==> config.mk <==
export PLATFORM = sky130hd
export DESIGN_NAME = cmv300_pipe_reader
export DESIGN_NICKNAME = d
export VERILOG_FILES = /design/src/rtl/cmv300_pipe_reader_pkg.sv /design/src/rtl/cmv300_pipe_reader.sv
export SDC_FILE = /design/constraint.sdc
export NUM_CORES = 1
export LEC_CHECK = 0
export CAP_MARGIN = 30
export CORE_MARGIN = 4
export CORE_UTILIZATION = 37
export CTS_BUF_LIST = sky130_fd_sc_hd__clkbuf_4 sky130_fd_sc_hd__clkbuf_8
export CTS_CLUSTER_SIZE = 16
export DETAILED_ROUTE_END_ITERATION = 12
export PLACE_DENSITY_LB_ADDON = 0.08
export SYNTH_ARGS = -nofsm -noshare
export SYNTH_HDL_FRONTEND = slang
export SYNTH_SLANG_ARGS = --single-unit
==> constraint.sdc <==
create_clock -name i_clk -period 4.42 [get_ports i_clk]
set_input_delay 0.884 -clock i_clk [delete_from_list [all_inputs] [get_ports i_clk]]
set_output_delay 0.884 -clock i_clk [all_outputs]
set_load 0.01 [all_outputs]
==> src/rtl/cmv300_pipe_reader_pkg.sv <==
// cmv300_pipe_reader_pkg: FSM encodings and CMV300 frame geometry shared by the pipe reader.
package cmv300_pipe_reader_pkg;
  typedef enum logic [2:0] {
    S_IDLE  = 3'd0,
    S_TRIG  = 3'd1,
    S_WAIT  = 3'd2,
    S_BURST = 3'd3,
    S_DONE  = 3'd4
  } state_t;
  localparam int CMV_WIDTH       = 648;
  localparam int CMV_HEIGHT      = 488;
  localparam int CMV_PX_PER_WORD = 4;
  localparam int CMV_FRAME_WORDS = CMV_WIDTH * CMV_HEIGHT / CMV_PX_PER_WORD;
endpackage

==> src/rtl/cmv300_pipe_reader.sv <==
// cmv300_pipe_reader: drains the capture FIFO into fixed-size host pipe-out blocks,
// zero-padding the last block of each frame and pacing frames with a sensor trigger.
module cmv300_pipe_reader
  import cmv300_pipe_reader_pkg::*;
#(
  parameter int FRAME_WORDS = CMV_FRAME_WORDS,
  parameter int BLOCK_WORDS = 1024,
  parameter int CNT_W       = 17
) (
  input  logic             i_clk,
  input  logic             i_rst,
  input  logic             i_start,
  input  logic             i_continuous,
  output logic             o_frame_trigger,
  input  logic [31:0]      i_fifo_data,
  input  logic [CNT_W-1:0] i_fifo_rd_count,
  input  logic             i_fifo_empty,
  output logic             o_fifo_read_en,
  input  logic             i_pipe_read,
  output logic             o_pipe_ready,
  output logic [31:0]      o_pipe_data,
  output logic             o_frame_done,
  output logic [15:0]      o_frame_count,
  output logic             o_underflow,
  output logic             o_spurious
);
  localparam logic [CNT_W-1:0] FRM = CNT_W'(FRAME_WORDS);
  localparam logic [CNT_W-1:0] BLK = CNT_W'(BLOCK_WORDS);
  localparam logic [CNT_W-1:0] ONE = CNT_W'(1);
  state_t           state_q;
  logic             start_q, ready_q, ready_d, trig_q, done_q, pad_sel_q, underflow_q, spurious_q;
  logic [CNT_W-1:0] frame_rem_q, frame_rem_d, blk_cnt_q, blk_cnt_d, need;
  logic [15:0]      frame_count_q;
  logic             take, strobe_ok, real_rd, blk_end;
  always_comb begin
    take        = i_pipe_read && state_q == S_WAIT && ready_q;
    strobe_ok   = take || (i_pipe_read && state_q == S_BURST);
    real_rd     = strobe_ok && frame_rem_q != '0;
    frame_rem_d = real_rd ? frame_rem_q - ONE : frame_rem_q;
    blk_end     = strobe_ok && blk_cnt_q == BLK - ONE;
    blk_cnt_d   = blk_end ? '0 : strobe_ok ? blk_cnt_q + ONE : blk_cnt_q;
    need        = frame_rem_q < BLK ? frame_rem_q : BLK;
    ready_d     = state_q == S_WAIT && !take && i_fifo_rd_count >= need;
  end
  always_ff @(posedge i_clk) begin
    if (i_rst) begin
      state_q       <= S_IDLE;
      start_q       <= 1'b0;
      ready_q       <= 1'b0;
      trig_q        <= 1'b0;
      done_q        <= 1'b0;
      pad_sel_q     <= 1'b1;
      underflow_q   <= 1'b0;
      spurious_q    <= 1'b0;
      frame_rem_q   <= '0;
      blk_cnt_q     <= '0;
      frame_count_q <= '0;
    end else begin
      start_q     <= i_start;
      ready_q     <= ready_d;
      trig_q      <= 1'b0;
      done_q      <= 1'b0;
      // anything but a real FIFO read (pad strobe or idle cycle) presents zero data
      pad_sel_q   <= !real_rd;
      blk_cnt_q   <= blk_cnt_d;
      frame_rem_q <= frame_rem_d;
      if (real_rd && i_fifo_empty) underflow_q <= 1'b1;
      if (i_pipe_read && !strobe_ok) spurious_q <= 1'b1;
      case (state_q)
        S_IDLE: if (i_start && !start_q) begin
          state_q <= S_TRIG;
          trig_q  <= 1'b1;
        end
        S_TRIG: begin
          frame_rem_q <= FRM;
          state_q     <= S_WAIT;
        end
        S_WAIT: if (take) state_q <= S_BURST;
        S_BURST: if (blk_end) begin
          state_q <= frame_rem_d == '0 ? S_DONE : S_WAIT;
          done_q  <= frame_rem_d == '0;
        end
        S_DONE: begin
          frame_count_q <= frame_count_q + 16'd1;
          state_q       <= i_continuous ? S_TRIG : S_IDLE;
          trig_q        <= i_continuous;
        end
        default: state_q <= S_IDLE;
      endcase
    end
  end
  assign o_frame_trigger = trig_q;
  assign o_fifo_read_en  = real_rd;
  assign o_pipe_ready    = ready_q;
  assign o_pipe_data     = pad_sel_q ? 32'd0 : i_fifo_data;
  assign o_frame_done    = done_q;
  assign o_frame_count   = frame_count_q;
  assign o_underflow     = underflow_q;
  assign o_spurious      = spurious_q;
endmodule

==> summary.md <==
| Metric | Value |
|---|---|
| Status | finished clean |
| DRC viols | 0 |
| Clk_lat worst skew | around 0.34 ns |
| Post-CTS Setup Bufs | 0 |
| Max_slew headroom | 0.357 |
| Final hold violation count | 0 |
| ANT cells | 0 |
| Non-filler cells, final | 679 |
| Vias in the first global route | 3196 |
| Sw frac | 0.278 |
| Grt ovf | 0 |
| Sequential power share | 0.446 |
| WS Path Type | input pin to output port |
| RSZ-0062 raised after global routing | false |
| Sequential area share after synthesis | 0.339 |
| YS warnings | 0 |
| Area grow syn2layout | 39.2% |
| # H-tree levels | 3 |
| Worst hold stages | 2 |
| Die Height | 106 µm |
| Async SR Flop Fraction | 0 |
| Drt total wl | ~9.4 mm |
| Multi-input logic area | around 2200 µm² |
| Worst EP required | approximately 3.5 ns |
| Placed Area | 4750 µm² |
| Clock buffer depth | 2 |
| Worst r2r path cells | 12 |
| Pre-antenna DRT Iters | 4 |
| Synthesized instance count | 437 |
| Storage element area | 1200 µm² |
| Io pins | roughly 110 |
| Commonest non-fill, non-tap cells in the layout | clkdlybuf4s50_1 (108), dfxtp_1 (60), nor2_1 (55) |
| Fillers | approximately 940 |
| Initial antenna violation count | 0 |
| Max-cap violations | 0 |
| CTS root buffer | clkbuf_8 |
| Setup Total Neg Slack | 0 ns |
| Worst Path Arrival | approximately 2.7 ns |
| Hold crit path type | register to register |
| RePlAce Congestion | around 0.93 |
| #FFs+latches synth | 60 |
| Part of the cycle the worst path needs | 0.816 |
| Total power | ~1.3 mW |
| Vias per inst | around 5.0 |
| CP max FO | 9 |
| Drt initial violations | around 140 |
| Comb power frac | 0.187 |
| Net Sw Power | approximately 0.36 mW |
| Max IR drop VDD | between 0.15 and 0.2 mV |
| Crit path cell chain | clkdlybuf4s50_1 > o21a_1 > nand2_1 > a21oi_2 > clkdlybuf4s50_1 |
| Post-Syn Area | ~3500 µm² |
| Worst Tran Pin Value | slightly below 1 ns |
| CP peak stage delay | roughly 0.55 ns |
| Final Cell Area | 4940 µm² |
| Share of layout cells above drive strength 1 | 0.0545 |
| Critical Path Start Type | input pin |
| Int Pwr | about 0.93 mW |
| Global Route Usage Sum | 0.171 |
| Synth cell types | 53 |
| Post-CTS Hold Buffers | 0 |
| Dpl cells | roughly 660 |
| Final Skew | between 0.008 and 0.009 ns |
| Slowest CP cell | clkdlybuf4s50_1 |
| Vias post-DR | ~3400 |
| Minimum clock period | about 3.6 ns |
| Syn_area_per_cell | 8.12 µm² |
| Wire length per cell | roughly 14 µm |
| Most frequent CP cell | clkdlybuf4s50_1 |
| CTS tree | built |
| Port bufs | 108 |
| Post-route ant nets | 0 |
| Post-CTS Resized | 0 |
| Clock network fraction of design power | 0.367 |
| Pins over their slew limit | 0 |
| Final nets | 622 |
| Detailed Place HPWL | between 7 and 8 mm |
| Setup violators final | 0 |
| First-pass GRT wire length | roughly 15 mm |
| Starting density of the core | 0.382 |
| Placeable Area | between 9000 and 10000 µm² |
| Floorplan row count | 35 |
| Most common cell after layout, fill and taps aside | clkdlybuf4s50_1 |
| Largest net degree at the start of global routing | 33 |
| Power Dens Cells | 262 nW/µm² |
| Clock buffer count from CTS | 9 |
| Clk sinks | 60 |
| DIE WIDTH | between 100 and 150 µm |
| Die ar. | between 10000 and 15000 µm² |
| Primary FF master, synth | dfxtp_1 |
| Leak pwr | 1.78 nW |
| Worst hold slack | 0.483 ns |
| CP Capture Type | output port |
| EDFF count, synth | 0 |
| Fmax | approximately 280 MHz |
| Clock-pin slew on the worst setup and hold paths | roughly 0.06 ns |
through the flow:
step                       util  setup slack, ns
after floorplan               -             1.56
after CTS                 0.532            0.803
after global routing      0.532            0.702
after global placement    0.512            0.832
final                     0.532            0.814
after detailed placement  0.512            0.802
cells by family (layout without fill, tap and decap cells):
group	count (synthesis)	in the layout	synth area share
AND/OR/NAND/NOR	221	221	0.340
AO/OA/AOI/OAI	65	65	0.114
flip-flops	60	60	0.339
XOR/XNOR	37	37	0.0913
buffers and inverters	30	138	0.0356
adder cells (fa/ha/maj)	21	21	0.0740
multiplexers	2	2	0.00564
other	1	6	0.00106
sequential cells by signal, summed over array words and instances, names as in the netlist:
| name | cells |
|---|---|
| o_frame_count | 16 |
| o_spurious | 1 |
| frame_rem_q | 17 |
| o_pipe_ready | 1 |
| start_q | 1 |
| o_frame_trigger | 1 |
| o_underflow | 1 |
| blk_cnt_q | 17 |
| o_frame_done | 1 |
| state_q | 3 |
| pad_sel_q | 1 |
Yosys cell counts, types with 3 or more instances:
library cell  number  share of area
nand2b_1           3         0.0053
nand2_1           30          0.032
nor2b_1           40          0.071
ha_1              21          0.074
nor3b_1            3         0.0063
a21o_1             3         0.0063
o21ai_0            9          0.013
or3_1              9          0.016
nand4_1            8          0.014
dfxtp_1           60           0.34
o21a_1             4         0.0085
nor4_1             9          0.016
or2_2              3         0.0053
and3_1             6          0.011
xor2_1            25          0.062
and2_1             4         0.0071
a21oi_1           32          0.045
nor3_1            11          0.016
nor2_1            55          0.058
and4_1             6          0.015
inv_1             11          0.012
xnor2_1           12          0.030
a31oi_1            3         0.0053
nand3_1           22          0.031
clkbuf_1          14          0.015
worst max-delay path: cells and delay by family:
| family | cells | cell delay (ns) |
|---|---|---|
| compound gates | 2 | 0.52 |
| simple gates | 1 | 0.23 |
| buf+inv | 2 | 1.08 |
worst paths after layout:
kind | startpoint | end | slack, ns
worst max-delay path | i_pipe_read | o_fifo_read_en | 0.81
worst min-delay path | blk_cnt_q[1] | blk_cnt_q[1] | 0.48
worst min register to register | blk_cnt_q[1] | blk_cnt_q[1] | 0.48
worst max register to register | frame_rem_q[12] | o_pipe_ready | 1.40
power by group through the flow:
stage / clock [mW] / sequential [mW] / combinational [mW]
floorplan: 0 / 0.577 / 0.157
global route: 0.516 / 0.579 / 0.270
global placement: 0 / 0.589 / 0.243
detailed placement: 0 / 0.589 / 0.243
finish: 0.475 / 0.577 / 0.242
CTS: 0.489 / 0.577 / 0.245
routing by layer:
metal	vias to the layer above	global-route usage	routed length, µm
met3	11	0.0449	594
met4	0	0.0546	139
met5	-	0	0
li1	1731	-	-
met2	116	0.278	4120
met1	1513	0.220	4520
area by class of cell:
type	count	area share
Inverter	11	0.00836
Multi-Input combinational cell	352	0.453
Clock buffer	10	0.0266
Clock inverter	5	0.0109
Timing Repair Buffer	112	0.225
Tap cell	129	0.0327
Sequential cell	60	0.243
(Power assumes the default switching activity.)
